==> src/rtl/mul_pipe_hs_if.sv <==
// Handshake bundle for mul_pipe_hs: operation offer on the input side,
// full-width product plus overflow and tag on the output side.
interface mul_pipe_hs_if #(
  parameter int DATA_LEN = 32,
  parameter int TAG_LEN  = 4
);
  logic                  in_valid;
  logic                  in_ready;
  logic                  in_signed;
  logic [DATA_LEN-1:0]   in_a;
  logic [DATA_LEN-1:0]   in_b;
  logic [TAG_LEN-1:0]    in_tag;
  logic                  out_valid;
  logic                  out_ready;
  logic [2*DATA_LEN-1:0] out_result;
  logic                  out_overflow;
  logic [TAG_LEN-1:0]    out_tag;

  modport slave (
    input  in_valid, in_signed, in_a, in_b, in_tag, out_ready,
    output in_ready, out_valid, out_result, out_overflow, out_tag
  );

  modport master (
    output in_valid, in_signed, in_a, in_b, in_tag, out_ready,
    input  in_ready, out_valid, out_result, out_overflow, out_tag
  );
endinterface

==> src/rtl/mul_pipe_hs.sv <==
// Pipelined signed/unsigned multiplier with elastic valid/ready stages.
// The product is formed at accept time and then carried through the stages.
module mul_pipe_hs #(
  parameter int DATA_LEN       = 32,
  parameter int PIPELINE_STAGE = 2,
  parameter int TAG_LEN        = 4
) (
  input  logic                                      clk,
  input  logic                                      reset,
  input  logic                                      flush,
  mul_pipe_hs_if.slave                              bus,
  output logic [$clog2(PIPELINE_STAGE+1)-1:0]       occupancy
);
  localparam int P     = PIPELINE_STAGE;
  localparam int W     = 2 * DATA_LEN;
  localparam int OCC_W = $clog2(PIPELINE_STAGE + 1);

  logic [P-1:0]         vld_q;
  logic [P-1:0]         ovf_q;
  logic [W-1:0]         prod_q [P];
  logic [TAG_LEN-1:0]   tag_q  [P];
  logic [P-1:0]         move;
  logic                 accept;
  logic [W-1:0]         ext_a, ext_b, prod;
  logic                 ovf;

  always_comb begin
    ext_a = bus.in_signed ? {{DATA_LEN{bus.in_a[DATA_LEN-1]}}, bus.in_a}
                          : {{DATA_LEN{1'b0}}, bus.in_a};
    ext_b = bus.in_signed ? {{DATA_LEN{bus.in_b[DATA_LEN-1]}}, bus.in_b}
                          : {{DATA_LEN{1'b0}}, bus.in_b};
    prod  = ext_a * ext_b;
    // Signed fits only if the top DATA_LEN+1 bits are a pure sign extension.
    if (bus.in_signed)
      ovf = !((&prod[W-1:DATA_LEN-1]) || !(|prod[W-1:DATA_LEN-1]));
    else
      ovf = |prod[W-1:DATA_LEN];
  end

  // Stage k can advance when any stage at or beyond it is empty, or the sink takes.
  always_comb begin
    logic full;
    move = '0;
    for (int k = 0; k < P; k++) begin
      full = 1'b1;
      for (int j = k; j < P; j++)
        full = full & vld_q[j];
      move[k] = bus.out_ready || !full;
    end
  end

  assign bus.in_ready = !flush && move[0];
  assign accept       = bus.in_valid && bus.in_ready;

  always_ff @(posedge clk or negedge reset) begin
    if (!reset) begin
      vld_q <= '0;
      ovf_q <= '0;
      for (int k = 0; k < P; k++) begin
        prod_q[k] <= '0;
        tag_q[k]  <= '0;
      end
    end else begin
      if (flush) begin
        vld_q <= '0;
      end else begin
        if (move[0])
          vld_q[0] <= accept;
        for (int k = 1; k < P; k++)
          if (move[k])
            vld_q[k] <= vld_q[k-1];
      end
      if (move[0] && accept) begin
        prod_q[0] <= prod;
        ovf_q[0]  <= ovf;
        tag_q[0]  <= bus.in_tag;
      end
      for (int k = 1; k < P; k++) begin
        if (move[k] && vld_q[k-1]) begin
          prod_q[k] <= prod_q[k-1];
          ovf_q[k]  <= ovf_q[k-1];
          tag_q[k]  <= tag_q[k-1];
        end
      end
    end
  end

  assign bus.out_valid    = vld_q[P-1];
  assign bus.out_result   = prod_q[P-1];
  assign bus.out_overflow = ovf_q[P-1];
  assign bus.out_tag      = tag_q[P-1];

  always_comb begin
    occupancy = '0;
    for (int k = 0; k < P; k++)
      occupancy = occupancy + OCC_W'(vld_q[k]);
  end
endmodule

==> src/flat_wrapper.sv <==
// flat-port wrapper written by rule: the top's interface ports become plain ports
module mul_pipe_hs_flat 
#(
  parameter int DATA_LEN       = 32,
  parameter int PIPELINE_STAGE = 2,
  parameter int TAG_LEN        = 4
)
  (clk, reset, flush, occupancy, bus_in_valid, bus_in_signed, bus_in_a, bus_in_b, bus_in_tag, bus_out_ready, bus_in_ready, bus_out_valid, bus_out_result, bus_out_overflow, bus_out_tag);
  mul_pipe_hs_if #(.DATA_LEN(DATA_LEN), .TAG_LEN(TAG_LEN)) bus_i ();
  input  logic clk;
  input  logic reset;
  input  logic flush;
  output logic [$clog2(PIPELINE_STAGE+1)-1:0] occupancy;
  input wire logic [$bits(bus_i.in_valid)-1:0] bus_in_valid;
  input wire logic [$bits(bus_i.in_signed)-1:0] bus_in_signed;
  input wire logic [$bits(bus_i.in_a)-1:0] bus_in_a;
  input wire logic [$bits(bus_i.in_b)-1:0] bus_in_b;
  input wire logic [$bits(bus_i.in_tag)-1:0] bus_in_tag;
  input wire logic [$bits(bus_i.out_ready)-1:0] bus_out_ready;
  output wire logic [$bits(bus_i.in_ready)-1:0] bus_in_ready;
  output wire logic [$bits(bus_i.out_valid)-1:0] bus_out_valid;
  output wire logic [$bits(bus_i.out_result)-1:0] bus_out_result;
  output wire logic [$bits(bus_i.out_overflow)-1:0] bus_out_overflow;
  output wire logic [$bits(bus_i.out_tag)-1:0] bus_out_tag;
  assign bus_i.in_valid = bus_in_valid;
  assign bus_i.in_signed = bus_in_signed;
  assign bus_i.in_a = bus_in_a;
  assign bus_i.in_b = bus_in_b;
  assign bus_i.in_tag = bus_in_tag;
  assign bus_i.out_ready = bus_out_ready;
  assign bus_in_ready = bus_i.in_ready;
  assign bus_out_valid = bus_i.out_valid;
  assign bus_out_result = bus_i.out_result;
  assign bus_out_overflow = bus_i.out_overflow;
  assign bus_out_tag = bus_i.out_tag;
  mul_pipe_hs #(.DATA_LEN(DATA_LEN), .PIPELINE_STAGE(PIPELINE_STAGE), .TAG_LEN(TAG_LEN)) u_core (.clk(clk), .reset(reset), .flush(flush), .bus(bus_i), .occupancy(occupancy));
endmodule
==> config.mk <==
export PLATFORM = sky130hd
export DESIGN_NAME = mul_pipe_hs_flat
export DESIGN_NICKNAME = d
export VERILOG_FILES = /design/src/rtl/mul_pipe_hs_if.sv /design/src/rtl/mul_pipe_hs.sv /design/src/flat_wrapper.sv
export SDC_FILE = /design/constraint.sdc
export NUM_CORES = 2
export LEC_CHECK = 0
export ABC_AREA = 1
export CORE_ASPECT_RATIO = 1.1
export CORE_MARGIN = 2
export CORE_UTILIZATION = 65
export DETAILED_ROUTE_END_ITERATION = 8
export HOLD_SLACK_MARGIN = 0.08
export PLACE_DENSITY = 0.94
export SETUP_SLACK_MARGIN = 0.2
export SLEW_MARGIN = 20
export SYNTH_ARGS = -nofsm -noshare
export SYNTH_HDL_FRONTEND = slang
export SYNTH_SLANG_ARGS = --single-unit
==> constraint.sdc <==
create_clock -name clk -period 2.8 [get_ports clk]
set_input_delay 0.56 -clock clk [delete_from_list [all_inputs] [get_ports clk]]
set_output_delay 0.56 -clock clk [all_outputs]
set_load 0.005 [all_outputs]
==> impl_metrics.env, run 1 <==
export IMPL_status="stopped before the end"
export IMPL_lastStage="global routing (5_1_grt)"
export IMPL_error="[ERROR GRT-0116] Global routing finished with congestion. Check the congestion regions in the DRC Viewer."
export IMPL_yosys_area_share_adder_pct=57.10
export IMPL_grt_first_pass_wirelength_mm=606.5
export IMPL_synthMuxAreaShare_pct=1.174
export IMPL_synthCells=6923
export IMPL_synth_async_reset_ratio_pct=100.0
export IMPL_dp_final_hpwl_mm=177.6
export IMPL_ios=147
export IMPL_cts_buffers_inserted=17
export IMPL_cts_max_path_buffers=2
export IMPL_placedCellCount=8552
export IMPL_gp_congestion=1.135
export IMPL_ctsHtreeMaxLevel=4
export IMPL_grt_pass1_vias=80860
export IMPL_grt_usage_pct=94.10
export IMPL_grt_max_degree=105
export IMPL_synth_top_family_by_area="adder cells"
export IMPL_synth_most_common_cell="inv_1"
export IMPL_ys_ff_latch=140
export IMPL_netlist_area_sq_um=56580
export IMPL_synthFlopType="dfrtp_1"
export IMPL_synth_compound_area_share_pct=2.050
export IMPL_synth_top_cells_by_count="inv_1, nand2_1, fa_1, ha_1, clkbuf_1"
export IMPL_fp_row_count=113
export IMPL_avgSynthCellArea_sq_um=8.173
export IMPL_ys_top_cells_by_area="fa_1, inv_1, nand2_1"
export IMPL_yosysSeqAreaShare_pct=6.192
export IMPL_root_buffer="clkbuf_16"
export IMPL_initial_core_util_pct=65.61
export IMPL_yosysTopAreaCellShare_pct=50.20
export IMPL_place_ws_ns=-7.198
export IMPL_io_buffer_count=146
export IMPL_synthXorXnorAreaFrac_pct=1.022
export IMPL_die_h_um=313.4
export IMPL_ys_warnings_count=0
export IMPL_synth_edf_count=0
export IMPL_die_x_um=285.3
export IMPL_grt_overflow=4763
export IMPL_synthDistinctLibCells=47
export IMPL_yosysTopAreaCell="fa_1"
export IMPL_clock_sinks=140
export IMPL_synthSimpleGateAreaFrac_pct=13.93
export IMPL_synthesis_nets=8728
[kinds of logic after synthesis]
| family | count (synthesis) |
|---|---|
| AOI/OAI and AO/OA | 213 |
| buffers and inverters | 2722 |
| DFF | 140 |
| muxes | 59 |
| and+or+nand+nor | 1992 |
| adders and majority gates | 1731 |
| xor gates and xnor gates | 66 |
[per-stage QoR]
stage / hold slack, ns / TNS [ns] / utilization, % / cell area [sq um]
2_1_floorplan: 0.2644 / -269.52 / - / 57270
3_3_place_gp: 0.4593 / -344.62 / 74.86 / 64560
3_5_place_dp: 0.4727 / -365.81 / 74.86 / 64560
4_1_cts: 0.4893 / -291.21 / 82.49 / 71140
[what timing repair did]
| action | CTS |
|---|---|
| endpoints found under the setup margin | 64 |
| pin swaps | 357 |
| resized for setup | 1202 |
| hold buffers | 1 |
| endpoints found under the hold margin | 4 |
| setup buffers | 184 |
| gates cloned | 39 |
[layer usage]
metal	GRT overflow	track usage [%]
met5	34	71.76
met4	1129	100.5
met3	234	83.55
met2	3086	110.1
met1	280	86.18
==> inputs of run 2 (changes only) <==
CORE_ASPECT_RATIO = default   (was 1.1)
CORE_UTILIZATION = 40   (was 65)
HOLD_SLACK_MARGIN = default   (was 0.08)
PLACE_DENSITY = default   (was 0.94)
PLACE_DENSITY_LB_ADDON = 0.15   (was default)
SETUP_SLACK_MARGIN = default   (was 0.2)
==> run 2 against run 1 <==
  * The flow now finishes, with violations (setup timing)
  * Synthesized cell count did not move
  * Area after synthesis unchanged
==> impl_metrics.env, run 2 <==
export IMPL_drt_pre_antenna_iters=6
export IMPL_cp_max_fo=7
export IMPL_synth_top_cells_by_count="inv_1, nand2_1, fa_1, ha_1, clkbuf_1"
export IMPL_io_buffer_count=146
export IMPL_die_x_um=380.1
export IMPL_min_period_ns=8.373
export IMPL_insertion_delay_ns=0.43
export IMPL_rsz0062_at_grt="true"
export IMPL_violations="setup timing"
export IMPL_dp_final_hpwl_mm=162.5
export IMPL_cp_arrival_ns=8.69
export IMPL_synth_most_common_cell="inv_1"
export IMPL_tns_ns=-282.50
export IMPL_fillers=13050
export IMPL_worstSetupPathType="in -> reg"
export IMPL_crit_path_start_kind="primary input"
export IMPL_fin_crit_sh_pct=299.0
export IMPL_die_area_sq_um=144500
export IMPL_drtIter0Drc=2710
export IMPL_syn2layout_area_growth_pct=33.13
export IMPL_grt_pass1_vias=50470
export IMPL_ys_top_cells_by_area="fa_1, inv_1, nand2_1"
export IMPL_crit_required_ns=3.12
export IMPL_netlist_area_sq_um=56580
export IMPL_yosysTopAreaCellShare_pct=50.20
export IMPL_r2r_start="u_core.vld_q[0]"
export IMPL_fp_row_count=138
export IMPL_grt_overflow=0
export IMPL_ys_ff_latch=140
export IMPL_drt_total_wl_mm=196.8
export IMPL_layout_common_cells="inv_1, nand2_1, fa_1"
export IMPL_synth_async_reset_ratio_pct=100.0
export IMPL_synthDistinctLibCells=47
export IMPL_yosysTopAreaCell="fa_1"
export IMPL_die_h_um=380.1
export IMPL_drc=0
export IMPL_cts_buffers_inserted=17
export IMPL_cp_common_cell="fa_1"
export IMPL_cts_tree="done"
export IMPL_ctsHtreeMaxLevel=4
export IMPL_post_drt_via_cell_ratio=4.671
export IMPL_worst_slack_ns=-5.573
export IMPL_cp_slowest_cell="fa_2"
export IMPL_grt_first_pass_wirelength_mm=306.2
export IMPL_crit_path_end_kind="flop"
export IMPL_clock_skew_final_ns=0.006847
export IMPL_slew_violations=0
export IMPL_drive_gt1_share_pct=28.90
export IMPL_root_buffer="clkbuf_16"
export IMPL_ff2ff_path_depth=13
export IMPL_avgSynthCellArea_sq_um=8.173
export IMPL_antenna_found_initial=3
export IMPL_gp_congestion=0.9378
export IMPL_dr_total_vias=45490
export IMPL_synthesis_nets=8728
export IMPL_synth_edf_count=0
export IMPL_yosysSeqAreaShare_pct=6.192
export IMPL_max_clock_freq_ghz=0.1194
export IMPL_synthCells=6923
export IMPL_maxCapViolations=0
export IMPL_core_sq_um=140900
export IMPL_grt_usage_pct=27.97
export IMPL_grt_max_degree=76
export IMPL_final_antenna_net_count=0
export IMPL_place_ws_ns=-7.086
export IMPL_ios=147
export IMPL_clkTransAtPathRegs_ns=0.07
export IMPL_relSlewSlack_pct=59.71
export IMPL_nets=9640
export IMPL_drt_wirelength_per_cell_um=20.21
export IMPL_initial_core_util_pct=40.16
export IMPL_final_common_cell="inv_1"
export IMPL_setup_viol=62
export IMPL_ys_warnings_count=0
export IMPL_max_stage_delay_ns=0.56
export IMPL_clock_sinks=140
export IMPL_hp_class="in -> async"
export IMPL_status="finished, violations left"
export IMPL_tightest_slew_ns=0.6044
export IMPL_startpoint="bus_in_b[6]"
export IMPL_synthFlopType="dfrtp_1"
export IMPL_hold_viol=0
export IMPL_cts_max_path_buffers=2
## run 2: cell counts after synthesis
Identical to the previous run, type by type.
## run 2: worst paths after layout
kind                                              to  slack (ns)
max in group asynchronous  u_core.bus.out_result[38]        2.05
min                                u_core.prod_q[84]         0.1
min in group clk                   u_core.prod_q[67]        0.48
max                                  u_core.ovf_q[0]       -5.57
max reg2reg                          u_core.ovf_q[0]        0.60
min reg2reg                        u_core.prod_q[67]        0.48
## run 2: critical path: cells and delay by family
| kind | cells | cell delay, ns |
|---|---|---|
| adder cells (fa/ha/maj) | 11 | 5.30 |
| buffers and inverters | 15 | 1.42 |
| AND/OR/NAND/NOR | 16 | 1.40 |
## run 2: per-layer routing
layer | track usage [%] | share of wire [%] | vias to the layer above
met5 | 0 | 0.0056 | -
met3 | 3.326 | 5.6 | 277
met1 | 37.81 | 43 | 23250
li1 | - | - | 20780
met4 | 6.944 | 3.0 | 2
met2 | 47.86 | 48 | 1180
## run 2: layout make-up
class	instances	area (sq um)	share of cell area [%]
tap	1890	2365	3.139
timing repair inverter	2	22.52	0.02990
multi-input combinational	4061	47110	62.54
clock buffer	19	442.9	0.5880
sequential	140	3503	4.651
timing repair buffer	1244	12780	16.97
antenna	1	2.502	0.003322
clock inverter	13	156.4	0.2076
inverter	2369	8949	11.88
## run 2: logic make-up after synthesis
| kind of cell | count (synthesis) | synth area share (%) |
|---|---|---|
| XOR/XNOR | 66 | 1.022 |
| flip-flops | 140 | 6.192 |
| AND/OR/NAND/NOR | 1992 | 13.93 |
| adder cells (fa/ha/maj) | 1731 | 57.10 |
| AO/OA/AOI/OAI | 213 | 2.050 |
| multiplexers | 59 | 1.174 |
| buffers and inverters | 2722 | 18.53 |
## run 2: through the flow
step / utilization (%) / std cells / hold slack [ns] / instance area, sq um
4_1_cts: 52.40 / 9695 / 0.1121 / 73830
3_5_place_dp: 47.44 / 9479 / 0.4656 / 66840
6_report: 53.46 / 9739 / 0.09716 / 75330
3_3_place_gp: 47.44 / 9479 / 0.4585 / 66840
5_1_grt: 53.46 / 9739 / 0.1370 / 75330
2_1_floorplan: - / 6923 / 0.2644 / 57270
## run 2: what timing repair did
| action | in CTS | in global routing |
|---|---|---|
| buffers inserted | 162 | 55 |
| pin swaps | 449 | 286 |
| cloned | 35 | 1 |
| hold buffers | 0 | 0 |
| resized for setup | 1305 | 379 |
| endpoints found under the setup margin | 62 | 62 |
Power of run 2 is left out: the tool's default activity adds up to more than one toggle a clock period on the data nets, which glitch-free logic cannot reach.
